[config.mk]
export PLATFORM = sky130hd
export DESIGN_NAME = periplex_cmd_sched
export DESIGN_NICKNAME = d
export VERILOG_FILES = /design/src/rtl/periplex_cmd_sched.sv
export SDC_FILE = /design/constraint.sdc
export NUM_CORES = 1
export LEC_CHECK = 0
export ABC_AREA = 1
export CELL_PAD_IN_SITES_DETAIL_PLACEMENT = 0
export CELL_PAD_IN_SITES_GLOBAL_PLACEMENT = 1
export CORE_ASPECT_RATIO = 1.25
export CORE_MARGIN = 3
export CORE_UTILIZATION = 28
export CTS_CLUSTER_DIAMETER = 50
export DETAILED_ROUTE_END_ITERATION = 6
export PLACE_DENSITY = 0.83
export SKIP_CTS_REPAIR_TIMING = 1
export SLEW_MARGIN = 15
export SYNTH_ARGS = -nofsm -noshare
export SYNTH_HDL_FRONTEND = slang
export SYNTH_SLANG_ARGS = --single-unit
[constraint.sdc]
create_clock -name clock -period 1 [get_ports clock]
set_input_delay 0.2 -clock clock [delete_from_list [all_inputs] [get_ports clock]]
set_output_delay 0.2 -clock clock [all_outputs]
set_load 0.02 [all_outputs]
[src/rtl/periplex_cmd_sched.sv]
// periplex_cmd_sched: pops packets from the host RX byte FIFO, issues lane
// write strobes, answers lane reads through the TX FIFO.
// Ports: clock, reset (async, high); RX FIFO rx_empty/rx_data/rx_read;
//  TX FIFO tx_full/tx_write/tx_data; lane strobes tgt_cfg_we/tgt_data_we
//  with payload tgt_wdata; packed lane inputs tgt_rdata; busy; err/err_clr.
// Macro PERIPLEX_CMD_TIMEOUT_EN: abandon a packet whose payload byte does
//  not arrive within TIMEOUT cycles.
module periplex_cmd_sched #(
  parameter int DATAWIDTH   = 8,
  parameter int NUM_TARGETS = 4,
  parameter int TIMEOUT     = 255
) (
  input  logic                             clock,
  input  logic                             reset,
  input  logic                             rx_empty,
  input  logic [DATAWIDTH-1:0]             rx_data,
  output logic                             rx_read,
  input  logic                             tx_full,
  output logic                             tx_write,
  output logic [DATAWIDTH-1:0]             tx_data,
  output logic [NUM_TARGETS-1:0]           tgt_cfg_we,
  output logic [NUM_TARGETS-1:0]           tgt_data_we,
  output logic [DATAWIDTH-1:0]             tgt_wdata,
  input  logic [NUM_TARGETS*DATAWIDTH-1:0] tgt_rdata,
  output logic                             busy,
  output logic                             err,
  input  logic                             err_clr
);

  typedef enum logic [2:0] {
    IDLE, H_WAIT, H_CAP, D_REQ, D_WAIT, D_CAP, ISSUE, RESP
  } state_t;

  localparam logic [1:0] OP_WR_DATA = 2'b00;
  localparam logic [1:0] OP_WR_CFG  = 2'b01;
  localparam logic [1:0] OP_RD      = 2'b10;
  localparam logic [1:0] OP_NOP     = 2'b11;
  localparam logic [3:0] NT         = 4'(NUM_TARGETS);

  state_t                 state, state_nx;
  logic [2:0]             tgt_q;
  logic [1:0]             op_q;
  logic                   rd_nx, tx_nx, err_set;
  logic [2:0]             hdr_tgt;
  logic [1:0]             hdr_op;
  logic                   hdr_ok;
  logic                   to_hit;
  logic [NUM_TARGETS-1:0] sel;
  logic [DATAWIDTH-1:0]   lane_word;

  assign hdr_tgt = rx_data[7:5];
  assign hdr_op  = rx_data[4:3];
  assign hdr_ok  = {1'b0, hdr_tgt} < NT;
  assign busy    = state != IDLE;

`ifdef PERIPLEX_CMD_TIMEOUT_EN
  localparam int TW = $clog2(TIMEOUT + 1);
  logic [TW-1:0] to_cnt;

  // Counts consecutive empty cycles spent waiting for the payload byte.
  assign to_hit = rx_empty && (to_cnt == TW'(TIMEOUT - 1));

  always_ff @(posedge clock or posedge reset) begin
    if (reset)
      to_cnt <= '0;
    else if (state == D_REQ && rx_empty)
      to_cnt <= to_cnt + 1'b1;
    else
      to_cnt <= '0;
  end
`else
  localparam int UNUSED_TIMEOUT = TIMEOUT;
  assign to_hit = 1'b0;
`endif

  // Ids without a lane select nothing and read back all-ones.
  always_comb begin
    sel       = '0;
    lane_word = '1;
    for (int k = 0; k < NUM_TARGETS; k++) begin
      if (tgt_q == 3'(k)) begin
        sel[k]    = 1'b1;
        lane_word = tgt_rdata[k*DATAWIDTH +: DATAWIDTH];
      end
    end
  end

  always_comb begin
    state_nx = state;
    rd_nx    = 1'b0;
    tx_nx    = 1'b0;
    err_set  = 1'b0;
    unique case (state)
      IDLE: begin
        if (!rx_empty) begin
          rd_nx    = 1'b1;
          state_nx = H_WAIT;
        end
      end
      H_WAIT: state_nx = H_CAP;
      H_CAP: begin
        err_set = !hdr_ok && (hdr_op != OP_NOP);
        unique case (hdr_op)
          OP_WR_DATA,
          OP_WR_CFG: state_nx = D_REQ;
          OP_RD:     state_nx = RESP;
          default:   state_nx = IDLE;
        endcase
      end
      D_REQ: begin
        if (!rx_empty) begin
          rd_nx    = 1'b1;
          state_nx = D_WAIT;
        end else if (to_hit) begin
          err_set  = 1'b1;
          state_nx = IDLE;
        end
      end
      D_WAIT: state_nx = D_CAP;
      D_CAP:  state_nx = ISSUE;
      ISSUE:  state_nx = IDLE;
      RESP: begin
        if (!tx_full) begin
          tx_nx    = 1'b1;
          state_nx = IDLE;
        end
      end
      default: state_nx = IDLE;
    endcase
  end

  always_ff @(posedge clock or posedge reset) begin
    if (reset) begin
      state       <= IDLE;
      tgt_q       <= '0;
      op_q        <= '0;
      rx_read     <= 1'b0;
      tx_write    <= 1'b0;
      tx_data     <= '0;
      tgt_cfg_we  <= '0;
      tgt_data_we <= '0;
      tgt_wdata   <= '0;
      err         <= 1'b0;
    end else begin
      state       <= state_nx;
      rx_read     <= rd_nx;
      tx_write    <= tx_nx;
      tgt_cfg_we  <= '0;
      tgt_data_we <= '0;
      if (state == H_CAP) begin
        tgt_q <= hdr_tgt;
        op_q  <= hdr_op;
      end
      if (tx_nx)
        tx_data <= lane_word;
      // Strobe is registered so it is high exactly while in ISSUE.
      if (state == D_CAP) begin
        tgt_wdata <= rx_data;
        if (op_q == OP_WR_CFG)
          tgt_cfg_we <= sel;
        else
          tgt_data_we <= sel;
      end
      // A new error beats a simultaneous clear.
      if (err_set)
        err <= 1'b1;
      else if (err_clr)
        err <= 1'b0;
    end
  end

endmodule

; ---- Word-level counts from Yosys, hierarchy flattened
; Index checks and enable logic that the tools add are counted.
[word_totals]
ff_bits = 35
latchBits = 0
ramBits = 0
romBits = 0
in_bits = 45
output_inout_bits = 28
word_cells = 62
n_memories = 0
[classes]
n_addsub = 0
mul = 0
div_mod_pow = 0
order_cmp = 1
eq_ne = 17
n_shift = 0
mux = 24
bitwise = 0
reduce_logical = 10
[ops]
columns = op, n
row1 = $mux 8, 4
row2 = $pmux 3 s8, 1
row3 = $mux 4, 4
row4 = $eq 3x2->1 const B, 4
row5 = $eq 3x3->1 const B, 4
row6 = $mux 1, 11
row7 = $mux 3, 3
row8 = $ne 2x2->1 const B, 4
row9 = $eq 3x1->1 const B, 2
row10 = $logic_not 3->1, 2
row11 = $pmux 3 s2, 1
row12 = $eq 2x1->1 const B, 2
row13 = $reduce_or 2->1, 2
row14 = $lt 3x3->1 const B, 1
row15 = $reduce_and 3->1, 1
row16 = $reduce_bool 3->1, 1
row17 = $eq 2x2->1 const B, 1
row18 = $logic_not 2->1, 1
row19 = $reduce_bool 2->1, 1
row20 = $logic_and 1x1->1, 1
row21 = $logic_not 1->1, 1

; ---- Logic depth before layout (Yosys ltp)
; Gate-level depths: netlist of the first run.
[depth]
word_depth = 5
depth_mapped = 8
depth_no_buf = 7

; ---- Worst setup path before layout of the first run
; No wires, ideal clock.
[synth_timing]
kind = flip-flop to flip-flop
start = reg state[0]
end = reg state[0]
setup_ns = 0.118
arrival_time_ns = 1.057
required_ns = 0.882
path_slack_ns = -0.175
stages_incl_launch_ff = 8
n_path_buf = 1
period_less_slack_ns = 1.175
cell_sequence = dfrtp_1 -> buf_6 -> nor2_2 -> nand2_1 -> nand2_1 -> nand2_1 -> nand3_1 -> nand2_1
[synth_between]
elab_chain_cells = 3
word_cells_on_any_way = 13
cone_classes = eq/ne (10) / mux (1) / reduce/logical (2)
[synth_rtl]
columns = element, line_no
row1 = from (decl), 40  ; state_t state, state_nx;
row2 = from (signal assigned), 145  ; state <= state_nx;
row3 = "$eq 3x3->1, or another cell as far along", 93  ; unique case (state)
row4 = $ne 2x2->1 (no line), -
row5 = $reduce_and 3->1 (no line), -
; Several ways; a longest one is shown, not always the timed one.
; A chain may end at the register's enable or synchronous reset.

; ---- Final worst setup path of the first run
[layout_timing]
start = reg state[1]
end = out busy
[layout_between]
elab_chain_cells = 1
[layout_rtl]
columns = element, line_no
row1 = $reduce_bool 3->1, 54  ; assign busy = state != IDLE;
row2 = to (decl), 25  ; output logic busy,
; No other way between the ends.

==> flow_metrics.env, run 1 <==
export IMPL_vias=1869
export IMPL_finalNetCount=401
export IMPL_setup_viol=53
export IMPL_drtIter0Drc=66
export IMPL_max_cap_violations=0
export IMPL_grt_max_degree=36
export IMPL_skew_ps=7.91
export IMPL_wl_per_cell_um=12.9
export IMPL_ir_drop_v=0.00176
export IMPL_synth_warnings=0
export IMPL_io_pins=73
export IMPL_min_path_type="in -> async"
export IMPL_synthAdderAreaFrac_pct=0
export IMPL_grt_use_total_pct=13.5
export IMPL_fin_crit_ps=1230
export IMPL_drive_gt1_share_pct=40.3
export IMPL_path_class="reg -> out"
export IMPL_grt_pass1_vias=1820
export IMPL_rsz0062_at_grt="yes"
export IMPL_tritoncts="yes"
export IMPL_worst_skew_pair_late_latency_ps=290
export IMPL_start_kind="flop"
export IMPL_synth_top_family_by_area="simple AND/OR/NAND/NOR gates"
export IMPL_critPathCaptureType="output pin"
export IMPL_fp_dieArea_um2=7770
export IMPL_cp_arrival_ps=1030
export IMPL_synth_nets=282
export IMPL_cts_made_buffers=5
export IMPL_portBuffers=72
export IMPL_routed_wl_um=5690
export IMPL_yosysSeqAreaShare_pct=46.4
export IMPL_grt_ovfl_total=0
export IMPL_initial_core_util_pct=29.6
export IMPL_cts_root_buf="clkbuf_8"
export IMPL_synth_xor_area_share_pct=0
export IMPL_antenna_found_initial=0
export IMPL_synth_area_leader_cell="dfrtp_1"
export IMPL_ys_ff_latch=35
export IMPL_max_slew_worst_pin_slew_ps=267
export IMPL_fin_cells=442
export IMPL_die_height_um=97.8
export IMPL_p_per_area_nw_per_um2=2840
export IMPL_die_x_um=79.4
export IMPL_cts_buffer_depth=2
export IMPL_cts_sinks=35
export IMPL_postSynthAreaPerCell_um2=7.96
export IMPL_gp_congestion=0.762
export IMPL_netlist_area_leader_share_pct=46.4
export IMPL_path_clk_slew_ps=80
export IMPL_antennaDiodeCount=0
export IMPL_netlist_area_um2=1890
export IMPL_dp_cells=420
export IMPL_synth_area_mux_share_pct=0
export IMPL_dr_pass1_iters=4
export IMPL_leakage_nw=1.75
export IMPL_dp_hpwl_um=3800
export IMPL_cp_max_fo=2
export IMPL_whs_ps=270
export IMPL_max_slew_margin_pct=82.2
export IMPL_violations="setup timing"
export IMPL_fin_total_pwr_w=0.00974
export IMPL_synthSimpleGateAreaFrac_pct=31.6
export IMPL_htreeDepth=2
export IMPL_max_clock_freq_ghz=0.813
export IMPL_synth_compound_area_share_pct=8.62
export IMPL_area_delta_synth_final_pct=81.8
export IMPL_finalCritPeriodShare_pct=123
export IMPL_yosys_top_cells_area="dfrtp_1 46%, nand2_1 16%, inv_1 8.0%"
export IMPL_num_rows=32
export IMPL_core_um2=6370
export IMPL_synth_cell_types=23
export IMPL_vias_per_cell=4.23
export IMPL_grt_pass1_wl_um=8360
export IMPL_setup_ws_ps=-229
export IMPL_hold_viol=0
export IMPL_status="complete, but fails checks"
export IMPL_cp_required_ps=800
export IMPL_drv_slew=0
export IMPL_ant_nets=0
export IMPL_syn_inst=237
export IMPL_route_detailed_drc=0
[final cells by class]
type                       count  area [um2]
timing repair buffer         118        1200
sequential                    35         878
multi-input combinational    153         960
clock buffer                   8         100
tap                           85         106
fill                         600        2940
inverter                      43         184
[worst max-delay path, cell delays in order, from the launching register on]
cell and delay (ps):
dfrtp_1 420, nor2_4 150, nand2_4 60, buf_6 130
[path summary, 6_finish.rpt]
path | startpoint | to | slack (ps) | depth (start not counted)
setup / recovery | state[1]$_DFFE_PP0P_ | busy | -230 | 3
hold / removal | reset | tgt_data_we[2]$_DFF_PP0_ | 270 | 3
setup reg to reg | state[1]$_DFFE_PP0P_ | tgt_q[2]$_DFFE_PP0P_ | -220 | 7
hold reg to reg | tgt_wdata[2]$_DFFE_PP0P_ | tgt_wdata[2]$_DFFE_PP0P_ | 500 | 2
max in group asynchronous | reset | tgt_q[2]$_DFFE_PP0P_ | 520 | 3
min in group clock | rx_data[2] | tgt_wdata[2]$_DFFE_PP0P_ | 460 | 3
[cell usage after synthesis, drive strengths merged]
| cell | count |
|---|---|
| nand3 | 17 |
| inv | 43 |
| clkbuf | 1 |
| a21oi | 10 |
| nand2 | 84 |
| nor3 | 8 |
| buf | 8 |
| dfrtp | 35 |
| nand4 | 2 |
| nor2 | 11 |
| o21ai | 18 |
[placed cells by master, fill, tap and decap left out, drive strengths merged]
cell type,n
nand2,85
buf,73
clkdlybuf4s50,44
inv,42
dfrtp,35
o21ai,18
nand3,17
nor2,12
a21oi,10
clkbuf,9
nor3,8
nand4,3
clkinv,1
[stage by stage]
stage	utilization, %	instance area [um2]	setup TNS [ps]	worst slack (ps)
after detailed placement	46.9	2990	-11000	-352
after CTS	48.5	3090	-19830	-655
final	53.9	3430	-6310	-229
after global routing	53.9	3430	-9150	-284
after global placement	46.9	2990	-10370	-330
after floorplan	-	1940	-1330	-72.6
[cells by family (layout without fill, tap and decap cells)]
kind of cell / after synthesis / in the layout
AOI/OAI and AO/OA: 28 / 28
buffers and inverters: 52 / 169
DFF: 35 / 35
and+or+nand+nor: 122 / 125
[where the power goes]
group / internal, W / leakage [nW] / switching, W
combinational: 0.00310 / 1.25 / 0.00309
sequential: 0.00194 / 0.446 / 0.000470
clock: 0.000629 / 0.0515 / 0.000514
[state kept, by name, indices dropped and copies added, names as in the netlist]
name,count
tx_data,8
tgt_wdata,8
op_q,2
tgt_cfg_we,4
err,1
rx_read,1
tx_write,1
state,3
tgt_q,3
tgt_data_we,4
[metal layers]
metal	vias up	GRT usage (%)	wire (um)
met4	0	3.97	55
met5	-	0	0
li1	963	-	-
met1	838	16.2	2450
met2	63	23.2	2820
met3	5	3.60	358
Note: power is estimated with default switching activity, not from simulation.
==> inputs of run 2 (changes only) <==
--- a/config.mk
+++ b/config.mk
@@ -19,3 +19,4 @@
 export SYNTH_ARGS = -nofsm -noshare
 export SYNTH_HDL_FRONTEND = slang
 export SYNTH_SLANG_ARGS = --single-unit
+export TNS_END_PERCENT = 100
==> results of run 2 <==
The final DEF is identical to that of run 1; final timing and power are the same.
==> inputs of run 3 (changes only) <==
--- a/config.mk
+++ b/config.mk
@@ -11,9 +11,11 @@
 export CORE_ASPECT_RATIO = 1.25
 export CORE_MARGIN = 3
 export CORE_UTILIZATION = 28
+export CTS_BUF_LIST = sky130_fd_sc_hd__clkbuf_16
 export CTS_CLUSTER_DIAMETER = 50
+export CTS_CLUSTER_SIZE = 40
 export DETAILED_ROUTE_END_ITERATION = 6
-export PLACE_DENSITY = 0.83
+export PLACE_DENSITY = 0.8
 export SKIP_CTS_REPAIR_TIMING = 1
 export SLEW_MARGIN = 15
 export SYNTH_ARGS = -nofsm -noshare
==> flow_metrics.env, run 3 (synthesized netlist as in run 1, its figures left out) <==
export IMPL_max_slew_worst_pin_slew_ps=262
export IMPL_leakage_nw=1.69
export IMPL_setup_viol=41
export IMPL_fin_cells=438
export IMPL_clockPowerShare_pct=15.2
export IMPL_grt_max_degree=36
export IMPL_core_um2=6370
export IMPL_rsz0062_at_grt="yes"
export IMPL_route_detailed_drc=0
export IMPL_antennaDiodeCount=0
export IMPL_vias=1894
export IMPL_setup_ws_ps=-240
export IMPL_io_pins=73
export IMPL_path_clk_slew_ps=50
export IMPL_start_kind="flop"
export IMPL_initial_core_util_pct=29.6
export IMPL_max_clock_freq_ghz=0.806
export IMPL_status="complete, but fails checks"
export IMPL_portBuffers=72
export IMPL_path_class="reg -> out"
export IMPL_reg2reg_slack_ps=-220
export IMPL_ir_drop_v=0.00177
export IMPL_die_x_um=79.4
export IMPL_ant_nets=0
export IMPL_fp_dieArea_um2=7770
export IMPL_p_sw_share_pct=41.1
export IMPL_cts_root_buf="clkbuf_16"
export IMPL_final_cell_mix="71 x nand2_1, 44 x clkdlybuf4s50_1, 37 x inv_1"
export IMPL_cp_required_ps=800
export IMPL_seq_power_share_pct=26.2
export IMPL_drive_gt1_share_pct=34.3
export IMPL_p_per_area_nw_per_um2=2870
export IMPL_skew_ps=5.92
export IMPL_hold_viol=0
export IMPL_cp_buffers_inverters=1
export IMPL_max_slew_margin_pct=82.5
export IMPL_whs_ps=285
export IMPL_fin_total_pwr_w=0.00938
export IMPL_htreeDepth=2
export IMPL_critPathSlowestCell="dfrtp_1"
export IMPL_vias_per_cell=4.32
export IMPL_min_path_type="in -> async"
export IMPL_area_delta_synth_final_pct=73.5
export IMPL_worst_skew_pair_late_latency_ps=270
export IMPL_tritoncts="yes"
export IMPL_power_switching_w=0.00386
export IMPL_cp_max_fo=3
export IMPL_fin_crit_ps=1240
export IMPL_grt_pass1_vias=1752
export IMPL_combPwrFrac_pct=58.6
export IMPL_gp_congestion=0.759
export IMPL_cts_sinks=35
export IMPL_dp_cells=414
export IMPL_cp_arrival_ps=1040
export IMPL_intPower_w=0.00552
export IMPL_critPathCaptureType="output pin"
export IMPL_routed_wl_um=5580
export IMPL_dr_pass1_iters=4
export IMPL_grt_use_total_pct=13.0
export IMPL_grt_ovfl_total=0
export IMPL_final_common_cell="nand2_1"
export IMPL_largestRegisters="tgt_wdata (8), tx_data (8)"
export IMPL_drtIter0Drc=75
export IMPL_finalCritPeriodShare_pct=124
export IMPL_critPathTopFamily="flip-flops"
export IMPL_path_cells="nor2_4, nand2_4, buf_6"
export IMPL_num_rows=32
export IMPL_wl_per_cell_um=12.7
export IMPL_antenna_found_initial=0
export IMPL_cpPeakStageDelay_ps=430
export IMPL_cts_made_buffers=5
export IMPL_violations="setup timing"
export IMPL_cts_buffer_depth=2
export IMPL_dp_slack_ps=-374
export IMPL_dp_hpwl_um=3710
export IMPL_max_cap_violations=0
export IMPL_grt_pass1_wl_um=8050
export IMPL_drv_slew=0
export IMPL_die_height_um=97.8
export IMPL_finalNetCount=397
run 3: cell count changes in the layout (fill, tap and decap cells not counted), moves of 3 or more:
cell       before  now
buf_6          37   28
nand2_1        63   71
clkbuf_8        7    0
nand2_4        10    4
nand3_1        12   17
nand3_2         5    0
clkbuf_16       1    5
clkbuf_2        0    3
run 3: final timing paths:
kind | from | endpoint | cells after the start
min in group clock | rx_empty | rx_read$_DFF_PP0_ | 2
setup / recovery | state[1]$_DFFE_PP0P_ | busy | 3
hold / removal | reset | tgt_cfg_we[1]$_DFF_PP0_ | 3
hold reg to reg | tgt_wdata[2]$_DFFE_PP0P_ | tgt_wdata[2]$_DFFE_PP0P_ | 2
max in group asynchronous | reset | tgt_q[2]$_DFFE_PP0P_ | 3
setup reg to reg | state[1]$_DFFE_PP0P_ | tx_data[1]$_DFFE_PP0P_ | 6
run 3: worst min-delay path, stage by stage:
cell and delay [ps]:
clkdlybuf4s50_1 400, inv_1 90, buf_12 220
run 3: area by class of cell:
cell class                      count  area [um2]
Fill cell                         598        3090
Timing Repair Buffer              112        1090
Multi-Input combinational cell    155         891
Sequential cell                    35         878
Inverter                           43         174
Clock buffer                        5         125
Tap cell                           85         106
Clock inverter                      3        11.3
run 3: power by group through the flow:
stage	combinational, W	sequential [W]	clock, W
floorplan	0.00240	0.00270	0
global placement	0.00471	0.00231	0
detailed placement	0.00475	0.00234	0
CTS	0.00476	0.00232	0.00148
global route	0.00600	0.00252	0.00155
finish	0.00550	0.00245	0.00143
run 3: stage by stage:
stage	util (%)	instance area [um2]	setup TNS [ps]
after floorplan	-	1940	-1330
after global placement	45.8	2920	-10750
after detailed placement	45.8	2920	-11370
after CTS	48.0	3050	-19070
after global routing	51.4	3270	-8710
final	51.4	3270	-5760
run 3: per-layer routing:
layer | share of wire (%) | GRT usage, %
met1 | 43 | 15.9
met2 | 49 | 21.9
met3 | 7.0 | 3.78
met4 | 1.3 | 3.97
met5 | 0 | 0
